<file path="src/rtl/rggen_bus_splitter_wd.sv">
// Fans one host bus access out to TOTAL_REGISTERS register slices and merges their responses.
// Latency: 1 cycle after the first ready, or TIMEOUT_CYCLES+1 cycles when the watchdog aborts.
// Backpressure: the host holds bus_request until bus_done; slices stall the access by withholding ready.
module rggen_bus_splitter_wd #(
  parameter int ADDRESS_WIDTH         = 16,
  parameter int DATA_WIDTH            = 32,
  parameter int TOTAL_REGISTERS       = 1,
  parameter int TIMEOUT_CYCLES        = 0,
  parameter bit ERROR_ON_MULTI_SELECT = 1'b1
) (
  input  logic                                  clk,
  input  logic                                  rst,
  input  logic                                  bus_request,
  input  logic [ADDRESS_WIDTH-1:0]              bus_address,
  input  logic                                  bus_direction,
  input  logic [DATA_WIDTH-1:0]                 bus_write_data,
  input  logic [DATA_WIDTH/8-1:0]               bus_write_strobe,
  output logic                                  bus_done,
  output logic                                  bus_read_done,
  output logic                                  bus_write_done,
  output logic [DATA_WIDTH-1:0]                 bus_read_data,
  output logic [1:0]                            bus_status,
  output logic                                  bus_timeout,
  output logic [TOTAL_REGISTERS-1:0]            register_request,
  output logic [ADDRESS_WIDTH-1:0]              register_address,
  output logic                                  register_direction,
  output logic [DATA_WIDTH-1:0]                 register_write_data,
  output logic [DATA_WIDTH-1:0]                 register_write_mask,
  input  logic [TOTAL_REGISTERS-1:0]            register_select,
  input  logic [TOTAL_REGISTERS-1:0]            register_ready,
  input  logic [TOTAL_REGISTERS*DATA_WIDTH-1:0] register_read_data,
  input  logic [TOTAL_REGISTERS*2-1:0]          register_status
);

  localparam int STROBE_WIDTH = DATA_WIDTH / 8;
  // Watchdog counter keeps at least one bit so the declaration stays legal when disabled.
  localparam int CNT_WIDTH = (TIMEOUT_CYCLES == 0) ? 1 : $clog2(TIMEOUT_CYCLES + 1);
  localparam logic [CNT_WIDTH-1:0] CNT_LAST =
    (TIMEOUT_CYCLES == 0) ? '0 : CNT_WIDTH'(TIMEOUT_CYCLES - 1);
  localparam logic [CNT_WIDTH-1:0] CNT_MAX = '1;
  localparam logic [TOTAL_REGISTERS-1:0] SEL_ONE = TOTAL_REGISTERS'(1);

  localparam logic [1:0] RSP_OKAY   = 2'd0;
  localparam logic [1:0] RSP_SLVERR = 2'd2;

  typedef enum logic [1:0] {
    ST_IDLE,
    ST_WAIT,
    ST_RESP
  } state_t;

  state_t                 state;
  logic [CNT_WIDTH-1:0]   wd_count;
  logic [DATA_WIDTH-1:0]  merged_data;
  logic [1:0]             merged_status;
  logic                   any_select;
  logic                   multi_select;
  logic                   any_ready;
  logic                   select_error;
  logic                   watchdog_hit;

  // Request is broadcast to every slice, held off in RESP and under reset so no slice sees a repeat.
  assign register_request   = {TOTAL_REGISTERS{bus_request && !rst && (state != ST_RESP)}};
  assign register_address   = bus_address;
  assign register_direction = bus_direction;
  assign register_write_data = bus_write_data;

  // Byte strobes expanded into a per-bit write mask.
  always_comb begin
    register_write_mask = '0;
    for (int k = 0; k < STROBE_WIDTH; k++) begin
      register_write_mask[8*k +: 8] = {8{bus_write_strobe[k]}};
    end
  end

  // OR-merge of the responses from the selected slices only.
  always_comb begin
    merged_data   = '0;
    merged_status = '0;
    for (int i = 0; i < TOTAL_REGISTERS; i++) begin
      merged_data   = merged_data |
                      (register_read_data[i*DATA_WIDTH +: DATA_WIDTH] & {DATA_WIDTH{register_select[i]}});
      merged_status = merged_status | (register_status[2*i +: 2] & {2{register_select[i]}});
    end
  end

  // Clearing the lowest set bit leaves something only when two or more selects are active.
  assign any_select   = |register_select;
  assign multi_select = |(register_select & (register_select - SEL_ONE));
  assign any_ready    = |register_ready;
  assign select_error = !any_select || (multi_select && ERROR_ON_MULTI_SELECT);
  assign watchdog_hit = (TIMEOUT_CYCLES != 0) && (wd_count == CNT_LAST);

  // Access FSM with registered response outputs; pulses live for exactly the RESP cycle.
  always_ff @(posedge clk or posedge rst) begin
    if (rst) begin
      state          <= ST_IDLE;
      wd_count       <= '0;
      bus_done       <= 1'b0;
      bus_read_done  <= 1'b0;
      bus_write_done <= 1'b0;
      bus_read_data  <= '0;
      bus_status     <= RSP_OKAY;
      bus_timeout    <= 1'b0;
    end else begin
      bus_done       <= 1'b0;
      bus_read_done  <= 1'b0;
      bus_write_done <= 1'b0;
      bus_read_data  <= '0;
      bus_status     <= RSP_OKAY;
      bus_timeout    <= 1'b0;
      case (state)
        ST_IDLE: begin
          if (bus_request) begin
            if (select_error) begin
              state          <= ST_RESP;
              bus_done       <= 1'b1;
              bus_read_done  <= !bus_direction;
              bus_write_done <= bus_direction;
              bus_status     <= RSP_SLVERR;
            end else if (any_ready) begin
              state          <= ST_RESP;
              bus_done       <= 1'b1;
              bus_read_done  <= !bus_direction;
              bus_write_done <= bus_direction;
              bus_read_data  <= merged_data;
              bus_status     <= merged_status;
            end else begin
              state    <= ST_WAIT;
              wd_count <= '0;
            end
          end
        end
        ST_WAIT: begin
          if (!bus_request) begin
            // Host withdrew the access: drop it silently.
            state    <= ST_IDLE;
            wd_count <= '0;
          end else if (any_ready) begin
            state          <= ST_RESP;
            bus_done       <= 1'b1;
            bus_read_done  <= !bus_direction;
            bus_write_done <= bus_direction;
            bus_read_data  <= merged_data;
            bus_status     <= merged_status;
          end else if (watchdog_hit) begin
            state          <= ST_RESP;
            bus_done       <= 1'b1;
            bus_read_done  <= !bus_direction;
            bus_write_done <= bus_direction;
            bus_status     <= RSP_SLVERR;
            bus_timeout    <= 1'b1;
          end else if ((TIMEOUT_CYCLES != 0) && (wd_count != CNT_MAX)) begin
            wd_count <= wd_count + 1'b1;
          end
        end
        ST_RESP: begin
          state    <= ST_IDLE;
          wd_count <= '0;
        end
        default: begin
          state    <= ST_IDLE;
          wd_count <= '0;
        end
      endcase
    end
  end

endmodule

</file>
<file path="config.mk">
export PLATFORM = sky130hd
export DESIGN_NAME = rggen_bus_splitter_wd
export DESIGN_NICKNAME = d
export VERILOG_FILES = /design/src/rtl/rggen_bus_splitter_wd.sv
export SDC_FILE = /design/constraint.sdc
export NUM_CORES = 1
export LEC_CHECK = 0
export BUFFER_PORTS_ARGS = -buffer_cell sky130_fd_sc_hd__buf_2
export CAP_MARGIN = 20
export CORE_AREA = 2 2 81 83
export CTS_BUF_LIST = sky130_fd_sc_hd__clkbuf_4
export DETAILED_ROUTE_END_ITERATION = 10
export DIE_AREA = 0 0 83 85
export GPL_TIMING_DRIVEN = 0
export PLACE_DENSITY = 0.75
export SETUP_SLACK_MARGIN = 0.3
export SLEW_MARGIN = 20
export SYNTH_ARGS = -nofsm -noshare
export SYNTH_HDL_FRONTEND = slang
export SYNTH_SLANG_ARGS = --single-unit
</file>
<file path="constraint.sdc">
create_clock -name clk -period 2.8 [get_ports clk]
set_input_delay 0.28 -clock clk [delete_from_list [all_inputs] [get_ports clk]]
set_output_delay 0.28 -clock clk [all_outputs]
set_load 0.03 [all_outputs]
</file>
Word level (Yosys, flattened, before mapping)
Index checks and enable logic that the tools add are counted.
{"block": "op_classes", "n_addsub": 1, "eq_ne": 4, "muxes": 31, "n_bitwise": 3, "reduce_logical": 8}
{"cell": "2-to-1 mux 32 bit", "count": 4}
{"cell": "case mux 32 bit (2 select lines)", "count": 1}
{"cell": "AND 32 bit", "count": 1}
{"cell": "2-to-1 mux 2 bit", "count": 9}
{"cell": "2-to-1 mux 1 bit", "count": 12}
{"cell": "case mux 2 bit (2 select lines)", "count": 2}
{"cell": "case mux 1 bit (2 select lines)", "count": 3}
{"cell": "!= test 2 bit, second input constant", "count": 2}
{"cell": "logical NOT 1 bit", "count": 3}
{"cell": "!= test 3 bit, second input constant", "count": 1}
{"cell": "AND 2 bit", "count": 1}
{"cell": "equality test 2 x 1 -> 1 bit, second input constant", "count": 1}
{"cell": "logical AND 1 bit", "count": 2}
{"cell": "logical NOT 2 bit", "count": 1}
{"cell": "AND reduction 2 bit", "count": 1}
{"cell": "AND 1 bit", "count": 1}
{"cell": "logical OR 1 bit", "count": 1}
{"cell": "subtractor 1 bit, second input constant", "count": 1}
{"block": "word_totals", "ff_bits": 39, "in_bits": 92, "output_inout_bits": 120}

Logic depth before layout (Yosys ltp)
Gate-level depths: netlist of run 1.
{"block": "depth", "ltp_word": 6, "depth_mapped": 3}

Worst setup path before layout of run 1
No wires, ideal clock.
{"block": "synth_path", "path_type": "input -> output", "start": "input rst", "end": "output register_request", "t_arrival_ns": 1.582, "slack_ns": 0.938, "stages": 2, "path_buffers": 0, "cell_sequence": "inv_1 and3_1"}
{"block": "synth_via", "elab_chain_cells": 3}
{"item": "start, declared", "line_no": "12", "source": "input logic rst,"}
{"item": "logical NOT 1 bit (no source line)"}
{"item": "logical AND 1 bit (2 in series)", "line_no": "63", "source": "assign register_request = {TOTAL_REGISTERS{bus_request && !rst && (state != ST_RESP)}};"}
{"item": "end, declared", "line_no": "24", "source": "output logic [TOTAL_REGISTERS-1:0] register_request,"}
No other way between the ends.

Worst setup path in the final report of run 1
Same ends and word-level chain as after synthesis.

==> flow_results.org, run 1 <==
** Clock network
- After clock tree synthesis, the clock-pin slew on the worst setup and hold paths is 0.12 ns.
- In this run, CTS created clock tree buffers numbering 5.
- In this run the post-CTS setup repair buffer count came out at 0.
- TritonCTS built the clock tree.
- Clock tree synthesis selected as its root buffer the cell clkbuf_4.
- Clock latency at the later pin of the worst-skew pair :: 0.33 ns
- The H-tree was split into 2 levels.
- Clock tree synthesis found a total of 39 sinks.
- No sink is reached through more buffers than the 2 on the longest clock path.

** Floorplanning
- Height of the chip :: 85 um
- The total area inside the core boundary comes to roughly 0.0062 mm2.
- Die width :: 83 um
- After floorplanning, the core was divided into 29 placement rows.
- Floorplan die area :: ~0.007 mm2
- For this configuration, the core starts out at a cell density of 0.312.
- Num ports :: 212

** Worst setup path
- Crit-path max FO :: 26
- STA classifies the critical path startpoint as an input port.
- The worst setup path is captured at an output port.
- CP Data Arrival Time :: 1.78 ns
- FF-to-FF path depth :: 3
- Startpoint-to-endpoint class of the critical path :: input port to output port
- Reg-to-Reg Start :: state[1]$_DFFE_PP0P_
- Register-to-register path setup slack :: about 1.7 ns
- In this run the critical register-to-register path is captured at bus_read_data[14]$_DFF_PP0_.
- For the worst setup path, the data required time is approximately 2.5 ns.

** Synthesis
- Register bit total from synthesis :: 39
- In this run the cell area of the synthesized design comes to just under 0.002 mm2.
- Share of Yosys cell area claimed by the top area cell type :: 0.505
- For this run, the leading register cell type out of synthesis is dfrtp_1.
- Total nets after synthesis :: roughly 260
- Fraction of the yosys area taken by sequential cells :: 0.505
- Most common cell in the netlist :: buf_4
- Gate Count Post-Synth :: between 150 and 200
- Yosys warnings :: 0
- Number of enable-type register cells in the synthesized netlist :: 0
- Mean cell area of the mapped netlist :: 11.2 um2
- Most common library cells after synthesis :: buf_4, dfrtp_1, and2_1
- Synth top area cells :: dfrtp_1, buf_4, and2_1, and2_2, buf_6
- Of all flip-flops after synthesis, the portion carrying an async set or reset was 1.00.
- Synthesis instantiated 19 different standard cells from the library.
- dfrtp_1 takes more of the synthesized area than any other cell.

** Route
- Dividing the detail-routed wire length by the instance count gives 10.9 um.
- The detailed router finished its first iteration with 17 violations.
- Per-cell via count in the routed design :: 3.82
- The detail route stage leaves a number of antenna-violating nets equal to 0.
- Detailed Routing Iterations Pass 1 :: 4
- Count of vias placed by the detailed router :: between 1500 and 2000
- Post-detailed-route DRC marker count :: 0
- Summed over all layers, the routed wires come to 4540 um.

** Global route
- Number of antenna violations at the first check in global routing :: 0
- Global routing finished with a remaining overflow of 0.
- The first global-routing pass estimated 6870 um of wire.
- Via count of the first global-routing pass :: 1574
- Largest net degree at the start of global routing :: 27
- Gr usage total :: 0.123

** Cells and area
- In the final layout, the share of cells above drive strength 1 is 0.768.
- The final layout contains 431 nets.
- Layout area overhead :: 51.8%
- Final instance area :: 0.00293 mm2
- Number of antenna cells inserted :: 0

** STA
- Setup repair after global routing left no endpoint under its margin.
- The number of pins exceeding their max-slew limit in the final report is 0.
- In the finished design, the share of the clock period the worst path needs comes to 0.736.
- The count of endpoints failing hold in the final timing report is 0.
- Adding up every negative setup slack in the final design gives 0 ns.
- Post-layout minimum cycle time :: 2.06 ns
- Achievable clock frequency :: between 400 and 500 MHz
- Across the routed clock network, the largest skew measured is 0.0131 ns.
- Setup violations remaining at the end of the flow were counted as 0.

** Min path
- In this run the most critical hold path is launched from bus_direction.
- The tightest min-delay check is of the input port to flip-flop type.
- Counting instances, the worst hold path has a depth of 2.
- The path with the worst hold slack has its endpoint at bus_read_done$_DFF_PP0_.

** Placed design
- Buffers placed on the I/O ports in this run total roughly 160.
- Once placement finished, the instance area stood at 0.00285 mm2.
- Post-DP HPWL :: 3880 um
- Placer's final routability congestion estimate :: 0.772

** Power and ir drop
- Pwr dens :: 454 mW/mm2
- Total power consumption of the routed design :: between 1 and 1.5 mW
- Cell leakage power :: ~1.8 nW
- The worst-case IR drop observed on VDD is 0.000246 V.

** Status
- The flow ran to the end, and the final reports show no timing, DRC or antenna violations.

** Job
- Maxcap violations :: 0
cells by family after synthesis:
logic type,share of synthesized area
other,0.00194
AOI/OAI and AO/OA,0.00776
DFF,0.505
and+or+nand+nor,0.148
buffers and inverters,0.338
worst max path at each step:
stage / startpoint / end / slack [ns] / cells past startpoint
floorplan: rst / register_request / 0.94 / 2
global placement: rst / register_request / 0.55 / 4
detailed placement: rst / register_request / 1.25 / 5
CTS: rst / register_request / 0.70 / 6
global route: rst / register_request / 0.61 / 6
finish: rst / register_request / 0.74 / 6
through the flow:
step | cells | setup slack, ns | utilization | hold WS (ns)
6_report | 417 | 0.738 | 0.473 | 0.105
5_1_grt | 417 | 0.608 | 0.473 | 0.0788
4_1_cts | 417 | 0.695 | 0.473 | 0.0834
3_5_place_dp | 408 | 1.25 | 0.459 | 0.271
3_3_place_gp | 407 | 0.552 | 0.455 | 0.466
2_1_floorplan | 172 | 0.938 | - | 0.353
layout by cell type (no fill, tap or decap), types with 2 or more instances in the layout:
| master | instances |
|---|---|
| dfrtp_1 | 39 |
| clkbuf_4 | 5 |
| buf_4 | 82 |
| and2_1 | 27 |
| nor2_1 | 2 |
| and2_2 | 6 |
| buf_6 | 3 |
| buf_2 | 158 |
registers in the layout (all words and copies together) (netlist names):
name,flops
state,2
bus_read_done,1
bus_read_data,32
bus_status,2
bus_done,1
bus_write_done,1
per-layer routing:
metal | vias to the layer above | GRT usage | routed length, um | part of all wire
met5 | - | 0 | 0 | 0
met2 | 114 | 0.237 | 2420 | 0.53
li1 | 773 | - | - | -
met1 | 704 | 0.113 | 1490 | 0.33
met3 | 4 | 0.0525 | 576 | 0.13
met4 | 0 | 0.0492 | 48 | 0.011
report_power, final:
part | leakage [nW] | internal (mW) | switching (mW)
Combinational | 1.25 | 0.162 | 0.230
Clock | 0.0426 | 0.184 | 0.174
Sequential | 0.534 | 0.579 | 0.00397
final cells by class:
| cell class | instances | area [um2] |
|---|---|---|
| clock buffers | 5 | 37.5 |
| multi-input cells | 47 | 304 |
| plain buffers | 85 | 649 |
| inverters | 1 | 3.75 |
| well taps | 77 | 96.3 |
| flip-flops and latches | 39 | 976 |
| fillers | 593 | 3270 |
| repair buffers | 160 | 828 |
| clock inverters | 3 | 38.8 |
what timing repair did:
item                       in CTS  in global routing
hold buffers                    1                  0
setup endpoints to repair       0                  0
hold endpoints to repair       14                  0
resized for setup               0                  0
worst max-delay path: stages:
cell,delay (ns)
dlygate4sd3_1,0.53
buf_2,0.12
inv_2,0.27
buf_16,0.23
and3_1,0.16
buf_2,0.19
Note: power is estimated with default switching activity, not from simulation.
==> inputs of run 2 (changes only) <==
--- a/config.mk
+++ b/config.mk
@@ -5,14 +5,15 @@
 export SDC_FILE = /design/constraint.sdc
 export NUM_CORES = 1
 export LEC_CHECK = 0
+export ABC_AREA = 1
 export BUFFER_PORTS_ARGS = -buffer_cell sky130_fd_sc_hd__buf_2
 export CAP_MARGIN = 20
-export CORE_AREA = 2 2 81 83
+export CORE_AREA = 2 2 83 85
 export CTS_BUF_LIST = sky130_fd_sc_hd__clkbuf_4
 export DETAILED_ROUTE_END_ITERATION = 10
-export DIE_AREA = 0 0 83 85
+export DIE_AREA = 0 0 85 87
 export GPL_TIMING_DRIVEN = 0
-export PLACE_DENSITY = 0.75
+export PLACE_DENSITY = 0.73
 export SETUP_SLACK_MARGIN = 0.3
 export SLEW_MARGIN = 20
 export SYNTH_ARGS = -nofsm -noshare
==> constraint.sdc (replaced) <==
create_clock -name clk -period 1.9 [get_ports clk]
set_input_delay 0.19 -clock clk [delete_from_list [all_inputs] [get_ports clk]]
set_output_delay 0.19 -clock clk [all_outputs]
set_load 0.03 [all_outputs]
==> run 2 against run 1 <==
Sequential power increased by 48%. Largest power group unchanged. Sequential share of layout area is 0.48 points lower. Register-to-register slack lost 0.86 ns. Global-route usage about the same. Worst setup slack worse by 0.29 ns. Clock-buffer cell count unchanged. Clock power grew 3%. Critical endpoint unchanged. Highest routed layer is now met3. Sequential cell count is the same. Routed wire length grew 11%.
==> flow_results.org, run 2 <==
** Status
- The run finished with clean final reports.

** Route
- The final antenna-violating net count was 0 (unchanged).
- The mean number of vias per cell is 3.86 (+0.83%).
- Drt total wl :: 5060 um (+11%)
- The detailed-route wire length per cell is 10.8 um (-0.79%).
- The via count came to 1805 (+13%).
- 1st-iter DRT viols :: 53 (+36)
- Post-detailed-route DRC marker count :: 0 (unchanged)
- Detailed Routing Iterations Pass 1 :: 4 (unchanged)

** Cells and area
- Register bank with the most flops :: bus_read_data
- In the final layout, the registers with the most flip-flops are bus_read_data (32), bus_status (2), state (2).
- The final cell count without fillers came to 468 (+12%).
- # nets final :: 480 (+11%)
- Most frequent cells in the layout :: buf_2, buf_4, nor2_1
- The library cell used most frequently in the layout, excluding fill and tap cells, is buf_2.
- The total inserted antenna cells came to 0 (unchanged).
- Number of flip-flops in the largest register :: 32 (unchanged)
- From synthesis to final layout, the design area changed by 48.1%.
- Share of post-route cells with drive strength above 1 :: 0.660 (-0.108)
- The utilization after layout came to 0.453 (-0.0197).
- The cell area after layout came to 0.00298 mm2 (+1.4%).

** Global route
- The initial antenna violation count is 0 (unchanged).
- The global-route usage over all layers is 0.122 (-0.000489).
- Wire length of the first global-routing pass :: 7060 um (+2.7%)
- The overall overflow remaining after global route is 0 (unchanged).
- The maximum number of pins on one net before global-route repair is 29 (+7.4%).
- The via count of the first global-routing pass is 1578 (+0.25%).

** STA
- Maximum clock skew at final layout :: 0.00627 ns (-0.00684 ns)
- Achievable clock frequency :: between 600 and 700 MHz
- Setup repair after global routing missed its margin :: no
- Subtracting the final worst setup slack from the clock period gives 1.45 ns.
- # setup viols final :: 0 (unchanged)
- The number of pins exceeding their max-slew limit in the final report was 0 (unchanged).
- The count of endpoints failing hold in the final timing report came to 0 (unchanged).
- Setup WS post-layout :: 0.450 ns (-0.289 ns)
- The accumulated negative setup slack came to 0 ns (unchanged).
- Dividing the final minimum period by the clock period gives 0.763.

** Clock network
- The cell sitting at the root of the clock tree is a clkbuf_4.
- Clock latency at the later pin of the worst-skew pair :: 0.32 ns (about the same)
- Total CTS buffers :: 5 (unchanged)
- The number of gates resized after CTS came to 0 (unchanged).
- TritonCTS Sinks :: 39 (unchanged)
- Maximum buffer depth of the clock tree :: 2 (unchanged)
- TritonCTS built the clock tree.
- CTS HTree Levels :: 2 (unchanged)
- The clock-pin transition on the worst setup and hold timing paths was 0.10 ns (-0.02 ns).

** Synthesis
- The largest total area in the synthesized netlist belongs to dfrtp_1.
- Cell Area, Synth :: 0.00201 mm2 (+3.9%)
- Mean cell area of the mapped netlist :: 9.09 um2 (-19%)
- The flip-flop and latch count after synthesis was 39 (unchanged).
- Most common cell in the netlist :: buf_4
- Share of Yosys cell area claimed by the top area cell type :: 0.486 (-0.0192)
- Distinct cell type count of the synthesized netlist :: 14 (-5)
- In the synthesized netlist the dominant register cell turns out to be dfrtp_1.
- Fraction of the yosys area taken by sequential cells :: 0.486 (-0.0192)
- Total nets after synthesis :: 313 (+19%)
- The number of warnings issued by yosys was 0 (unchanged).
- FFs w/ async S/R, synth :: 1.00 (unchanged)
- After synthesis, the cell types taking the most area are dfrtp_1, buf_4, nor2_1, nand2_1, buf_6.
- Number of enable-type register cells in the synthesized netlist :: 0 (unchanged)
- Most common library cells after synthesis :: buf_4, nor2_1, dfrtp_1
- Gate Count Post-Synth :: 221 (+28%)

** Worst setup path
- The worst setup path is launched from an input port.
- Crit-path most repeated cell :: buf_2
- Critical Path, Cell by Cell :: dlygate4sd3_1 > buf_2 > a211oi_1 > buf_2
- On the critical path, the stage with the largest delay is an instance of dlygate4sd3_1.
- CP Data Arrival Time :: 1.26 ns (-0.52 ns)
- Startpoint-to-endpoint class of the critical path :: input port to output port
- The peak per-stage delay on the critical path was 0.54 ns (about the same).
- The maximum fanout count along the critical path is 2 (-92%).
- The worst setup path is captured at an output port.
- Count of buffer and inverter cells on the critical path :: 3 (-2)
- Worst EP required :: 1.71 ns (-0.81 ns)
- Grouping stages by cell kind, the critical path spends the most delay in buffers and inverters.

** Floorplanning
- Num ports :: 212 (unchanged)
- The die footprint is 0.00740 mm2 (+4.8%).
- The core region area came to 0.00657 mm2 (+5.9%).
- The floorplan die height came to 87 um (+2.4%).
- The effective utilization at floorplan was 0.306 (-0.00565).
- Number of placement rows :: 30 (+3.4%)
- Die width :: 85 um (+2.4%)

** Placed design
- Number of cells after detailed placement :: 460 (+13%)
- Post-DP HPWL :: 4270 um (+10%)
- The worst slack after detailed placement is 0.811 ns (-0.435 ns).
- Placer's final routability congestion estimate :: 0.780 (+1.1%)
- The number of I/O port buffers is 158 (unchanged).
- The cell area after placement was 0.00292 mm2 (+2.5%).

** Job
- Maxcap violations :: 0 (unchanged)

** Power and ir drop
- The combinational fraction of design power came to 0.336 (+0.042).
- Clock share of power :: 0.198 (-0.071)
- Switching Power :: 0.623 mW (+53%)
- Pwr dens :: 623 mW/mm2 (+37%)
- The leakage power is 1.86 nW (+1.8%).
- Sequential share of power :: 0.466 (+0.029)
- Peak supply drop :: 0.000398 V (+62%)
- The switching share of power was 0.336 (+0.0299).
- Int Pwr :: 1.23 mW (+33%)

** Min path
- Kind of path behind the tightest hold check :: input port to flip-flop
[run 2: area by class of cell]
class                           count  area, um2
Fill cell                         633       3590
Sequential cell                    39        976
Timing Repair Buffer              160        821
Buffer                             88        664
Multi-Input combinational cell     85        335
Tap cell                           80        100
Clock buffer                        5       37.5
Inverter                            9       33.8
Clock inverter                      2       8.76
[run 2: timing repair]
item,4_1_cts,5_1_grt
endpoints found under the setup margin,0,0
endpoints found under the hold margin,11,0
setup buffers,0,0
hold buffers,1,0
[run 2: through the flow]
step	power, mW	hold slack, ns
after floorplan	1.34	0.256
after global placement	1.50	0.375
after detailed placement	1.51	0.166
after CTS	1.89	0.0122
after global routing	1.97	0.000509
final	1.85	0.0338
[run 2: power groups by stage]
stage	logic [mW]	clock network, mW	registers (mW)
floorplan	0.409	0	0.926
global placement	0.618	0	0.878
detailed placement	0.627	0	0.879
CTS	0.631	0.394	0.863
global route	0.668	0.440	0.865
finish	0.623	0.367	0.863
[run 2: worst reg2reg max path, stage by stage (launching register included)]
cell and delay, ns:
dfrtp_1 0.45, nor2_4 0.24, buf_6 0.17, nand2_1 0.05, nor2_1 0.10
[run 2: cell families (layout without fill, tap and decap cells)]
logic type	after synthesis	in the layout	share of synthesized area
flops	39	39	0.486
simple gates	82	82	0.159
compound gates	2	2	0.00623
other cells	1	1	0.00187
buf+inv	97	264	0.347
[run 2: final timing paths]
path,slack [ns],to,cells past startpoint,start
min reg2reg,0.61,state[0]$_DFFE_PP0P_,3,state[0]$_DFFE_PP0P_
max in group asynchronous,1.09,bus_read_data[3]$_DFF_PP0_,4,rst
min,0.03,bus_read_done$_DFF_PP0_,2,bus_direction
max,0.45,register_request,4,rst
min in group asynchronous,0.37,bus_read_done$_DFF_PP0_,3,rst
max reg2reg,0.82,bus_read_data[3]$_DFF_PP0_,4,state[1]$_DFFE_PP0P_
[run 2: layer usage]
metal,share of wire,wire [um],global-route usage,vias to the layer above
met3,0.11,540,0.0322,0
met1,0.34,1730,0.134,779
met5,0,0,0,-
li1,-,-,-,903
met4,0,0,0.0390,0
met2,0.55,2790,0.230,123
==> inputs of run 3 (changes only) <==
--- a/config.mk
+++ b/config.mk
@@ -5,15 +5,15 @@
 export SDC_FILE = /design/constraint.sdc
 export NUM_CORES = 1
 export LEC_CHECK = 0
-export ABC_AREA = 1
+export ABC_AREA = 0
 export BUFFER_PORTS_ARGS = -buffer_cell sky130_fd_sc_hd__buf_2
 export CAP_MARGIN = 20
-export CORE_AREA = 2 2 83 85
+export CORE_AREA = 2 2 81 83
 export CTS_BUF_LIST = sky130_fd_sc_hd__clkbuf_4
 export DETAILED_ROUTE_END_ITERATION = 10
-export DIE_AREA = 0 0 85 87
+export DIE_AREA = 0 0 83 85
 export GPL_TIMING_DRIVEN = 0
-export PLACE_DENSITY = 0.73
+export PLACE_DENSITY = 0.77
 export SETUP_SLACK_MARGIN = 0.3
 export SLEW_MARGIN = 20
 export SYNTH_ARGS = -nofsm -noshare
==> constraint.sdc (replaced) <==
create_clock -name clk -period 1.3 [get_ports clk]
set_input_delay 0.13 -clock clk [delete_from_list [all_inputs] [get_ports clk]]
set_output_delay 0.13 -clock clk [all_outputs]
set_load 0.03 [all_outputs]
==> run 3 against run 2 <==
The flow now finishes with violations (negative hold slack, negative setup slack). Total power is 64% higher. Critical path depth is 1 lower. Highest routed layer is now met4. First-iteration DRC count is 49% lower. Routed wire length is 23% higher. Sequential power is 47% higher. Cell area is 19% higher. Clock-buffer cell count stayed put. Die area is 4.6% lower. Core utilization is 12 points higher. Largest power group unchanged. Sequential cell count stayed put. Clock skew is 0.00061 ns lower.
==> flow_results.org, run 3 (synthesized netlist as in run 1, its figures left out) <==
** Floorplanning
- The die outline width was 83 um (-2.4%).
- The number of top-level pins was 212 (unchanged).
- The floorplan die height was 85 um (-2.3%).
- Number of placement rows :: 29 (-3.3%)
- The die footprint came to 0.00706 mm2 (-4.6%).
- Initial Util :: 0.312 (+0.00565)
- Core area :: 0.00620 mm2 (-5.5%)

** Cells and area
- The register with the most flip-flops in the final layout is bus_read_data.
- Final instance area :: 0.00355 mm2 (+19%)
- Relative to the synthesized area, the layout overhead comes to 83.4%.
- The top cell types in the final layout, fill and taps aside, are buf_2, buf_4, buf_6.
- Number of antenna cells inserted :: 0 (unchanged)
- Final Non-Filler Cells :: 445 (-4.9%)
- Fraction of the core area covered by cells at the end of the flow :: 0.571 (+0.118)
- The combined flip-flop and latch cell area is 976 um2 (unchanged).
- # nets final :: 459 (-4.4%)
- Number of flip-flops in the largest register :: 32 (unchanged)
- Top Registers :: bus_read_data (32), bus_status (2), state (2)
- Leaving out fill and tap cells, the most frequent cell in the layout is buf_2.
- Filler Cell Count :: 527 (-17%)
- The area of combinational cells with multiple inputs was 414 um2 (+24%).
- Share of post-route cells with drive strength above 1 :: 0.810 (+0.150)

** STA
- The worst hold slack came to -0.175 ns (-0.209 ns).
- Dividing the final minimum period by the clock period gives 1.07.
- Measured against its own limit, the worst slew margin works out to 0.354.
- After layout, the minimum clock period comes to 1.39 ns.
- Setup WS post-layout :: -0.0850 ns (-0.535 ns)
- Setup repair after global routing could not meet its margin everywhere.
- # setup viols final :: 1 (+1)
- The worst clock skew is 0.00566 ns (-0.000611 ns).
- The count of endpoints failing hold in the final timing report came to 39 (+39).
- Final Max Slew Viols :: 0 (unchanged)
- Worst Max-Slew Pin Slew :: 0.964 ns
- Static timing analysis puts the maximum clock frequency at 722 MHz.
- The accumulated negative setup slack came to -0.0850 ns (-0.0850 ns).

** Clock network
- CTS HTree Levels :: 2 (unchanged)
- The clock latency of the later-clocked register in the worst-skew pair was 0.33 ns (about the same).
- CTS tree :: yes
- The number of buffers created by CTS was 5 (unchanged).
- Clk pin slew, worst setup/hold paths :: 0.12 ns (+0.02 ns)
- The count of clock tree sinks was 39 (unchanged).
- Root buffer selected by CTS :: clkbuf_4
- The maximum clock path buffer count is 2 (unchanged).

** Global route
- Number of antenna violations at the first check in global routing :: 0 (unchanged)
- The global-route usage over all layers came to 0.162 (+0.0399).
- The maximum number of pins on one net before global-route repair is 21 (-28%).
- Via count of the first global-routing pass :: 1819 (+15%)
- The wire length of the first global-routing pass came to 8960 um (+27%).
- The overall overflow remaining after global route was 0 (unchanged).

** Power and ir drop
- The power density over the cells came to 859 mW/mm2 (+38%).
- Total power consumption of the routed design :: 3.05 mW (+64%)
- The leakage power came to 2.01 nW (+8.4%).
- Peak supply drop :: 0.000540 V (+36%)

** Job
- The number of max-cap violations was 0 (unchanged).

** Worst setup path
- The setup path with the least slack is of type flip-flop to output port.
- Crit-path max FO :: 2 (unchanged)
- Worst EP required :: 1.17 ns (-0.54 ns)
- The combined buffer and inverter count along the critical path was 1 (-2).
- The peak per-stage delay on the critical path is 0.40 ns (-0.14 ns).
- Worst-path cell with the longest stage delay :: dfrtp_1
- STA classifies the critical path startpoint as a flip-flop.
- Largest delay share family, worst path :: flip-flops
- Critical Path, Cell by Cell :: or2b_1 > and3_4 > buf_6
- The worst endpoint data arrival time is 1.26 ns (about the same).
- STA classifies the critical path endpoint as an output port.

** Route
- The final antenna-violating net count came to 0 (unchanged).
- The post-detailed-routing wire length came to 6220 um (+23%).
- The mean number of vias per cell came to 3.99 (+3.5%).
- The number of detailed-route iterations in the first pass is 4 (unchanged).
- The detailed-route wire length per cell is 14.0 um (+29%).
- The number of remaining DRC errors is 0 (unchanged).
- 1st-iter DRT viols :: 27 (-49%)
- Count of vias placed by the detailed router :: 1777 (-1.6%)

** Placed design
- Post-DP HPWL :: 4130 um (-3.2%)
- Number of buffer cells added on primary ports :: 158 (unchanged)
- The weighted congestion reported at the end of routability-driven placement was 0.738 (-5.4%).
- Post-placement worst setup slack :: -0.392 ns (-1.20 ns)
- The instance count after placement with tap cells included came to 407 (-12%).
- The cell area after placement was 0.00283 mm2 (-3.0%).

** Status
- The flow ran to the end, but the final reports show violations.
- The checks that failed: negative hold slack, negative setup slack.

** Min path
- The tightest min-delay check is of the input port to async pin type.
## run 3: cell count changes in the layout (fill, tap and decap cells not counted), sizes merged, moves of 2 or more
cell | previous run | this run
and2 | 0 | 33
clkinvlp | 0 | 2
dlygate4sd3 | 1 | 24
inv | 9 | 0
nand2 | 38 | 0
nor2 | 41 | 2
## run 3: repair_timing
action,in CTS,in global routing
hold endpoints to repair,60,22
cloned,4,0
setup endpoints to repair,68,75
pin swaps,7,6
buffers inserted,1,1
gates resized for setup,109,10
hold buffers,21,3
## run 3: final cells by class
class	count	area share
Timing Repair Buffer	187	0.373
Sequential cell	39	0.275
Buffer	85	0.183
Multi-Input combinational cell	47	0.117
Tap cell	77	0.0272
Clock inverter	3	0.0109
Clock buffer	5	0.0106
Inverter	1	0.00212
Timing Repair inverter	1	0.00141
## run 3: metal layers
metal,part of all wire,up-vias,global-route usage,wire length [um]
li1,-,829,-,-
met1,0.32,823,0.163,2020
met2,0.57,113,0.321,3570
met3,0.080,12,0.0447,499
met4,0.021,0,0.0522,128
met5,0,-,0,0
## run 3: worst paths after layout
path | slack (ns) | from | endpoint | depth (start not counted)
min in group clk | 0.02 | register_read_data[12] | bus_read_data[12]$_DFF_PP0_ | 2
max | -0.09 | state[0]$_DFFE_PP0P_ | register_request | 3
min | -0.17 | rst | bus_read_data[31]$_DFF_PP0_ | 2
min reg2reg | 0.72 | state[0]$_DFFE_PP0P_ | bus_status[1]$_DFF_PP0_ | 4
max in group asynchronous | 0.85 | rst | bus_read_data[0]$_DFF_PP0_ | 2
max reg2reg | 0.10 | state[1]$_DFFE_PP0P_ | bus_read_data[14]$_DFF_PP0_ | 3
## run 3: report_power, final
| part | switching, mW | internal [mW] | total (mW) | leakage (nW) |
|---|---|---|---|---|
| registers | 0.0173 | 1.25 | 1.27 | 0.534 |
| clock network | 0.383 | 0.396 | 0.779 | 0.0426 |
| logic | 0.539 | 0.463 | 1.00 | 1.44 |
| total | 0.940 | 2.11 | 3.05 | 2.01 |
## run 3: worst reg2reg max path: stages, from the launching register on
cell and delay (ns):
dfrtp_1 0.40, and4b_4 0.45, buf_6 0.15, and2_4 0.14
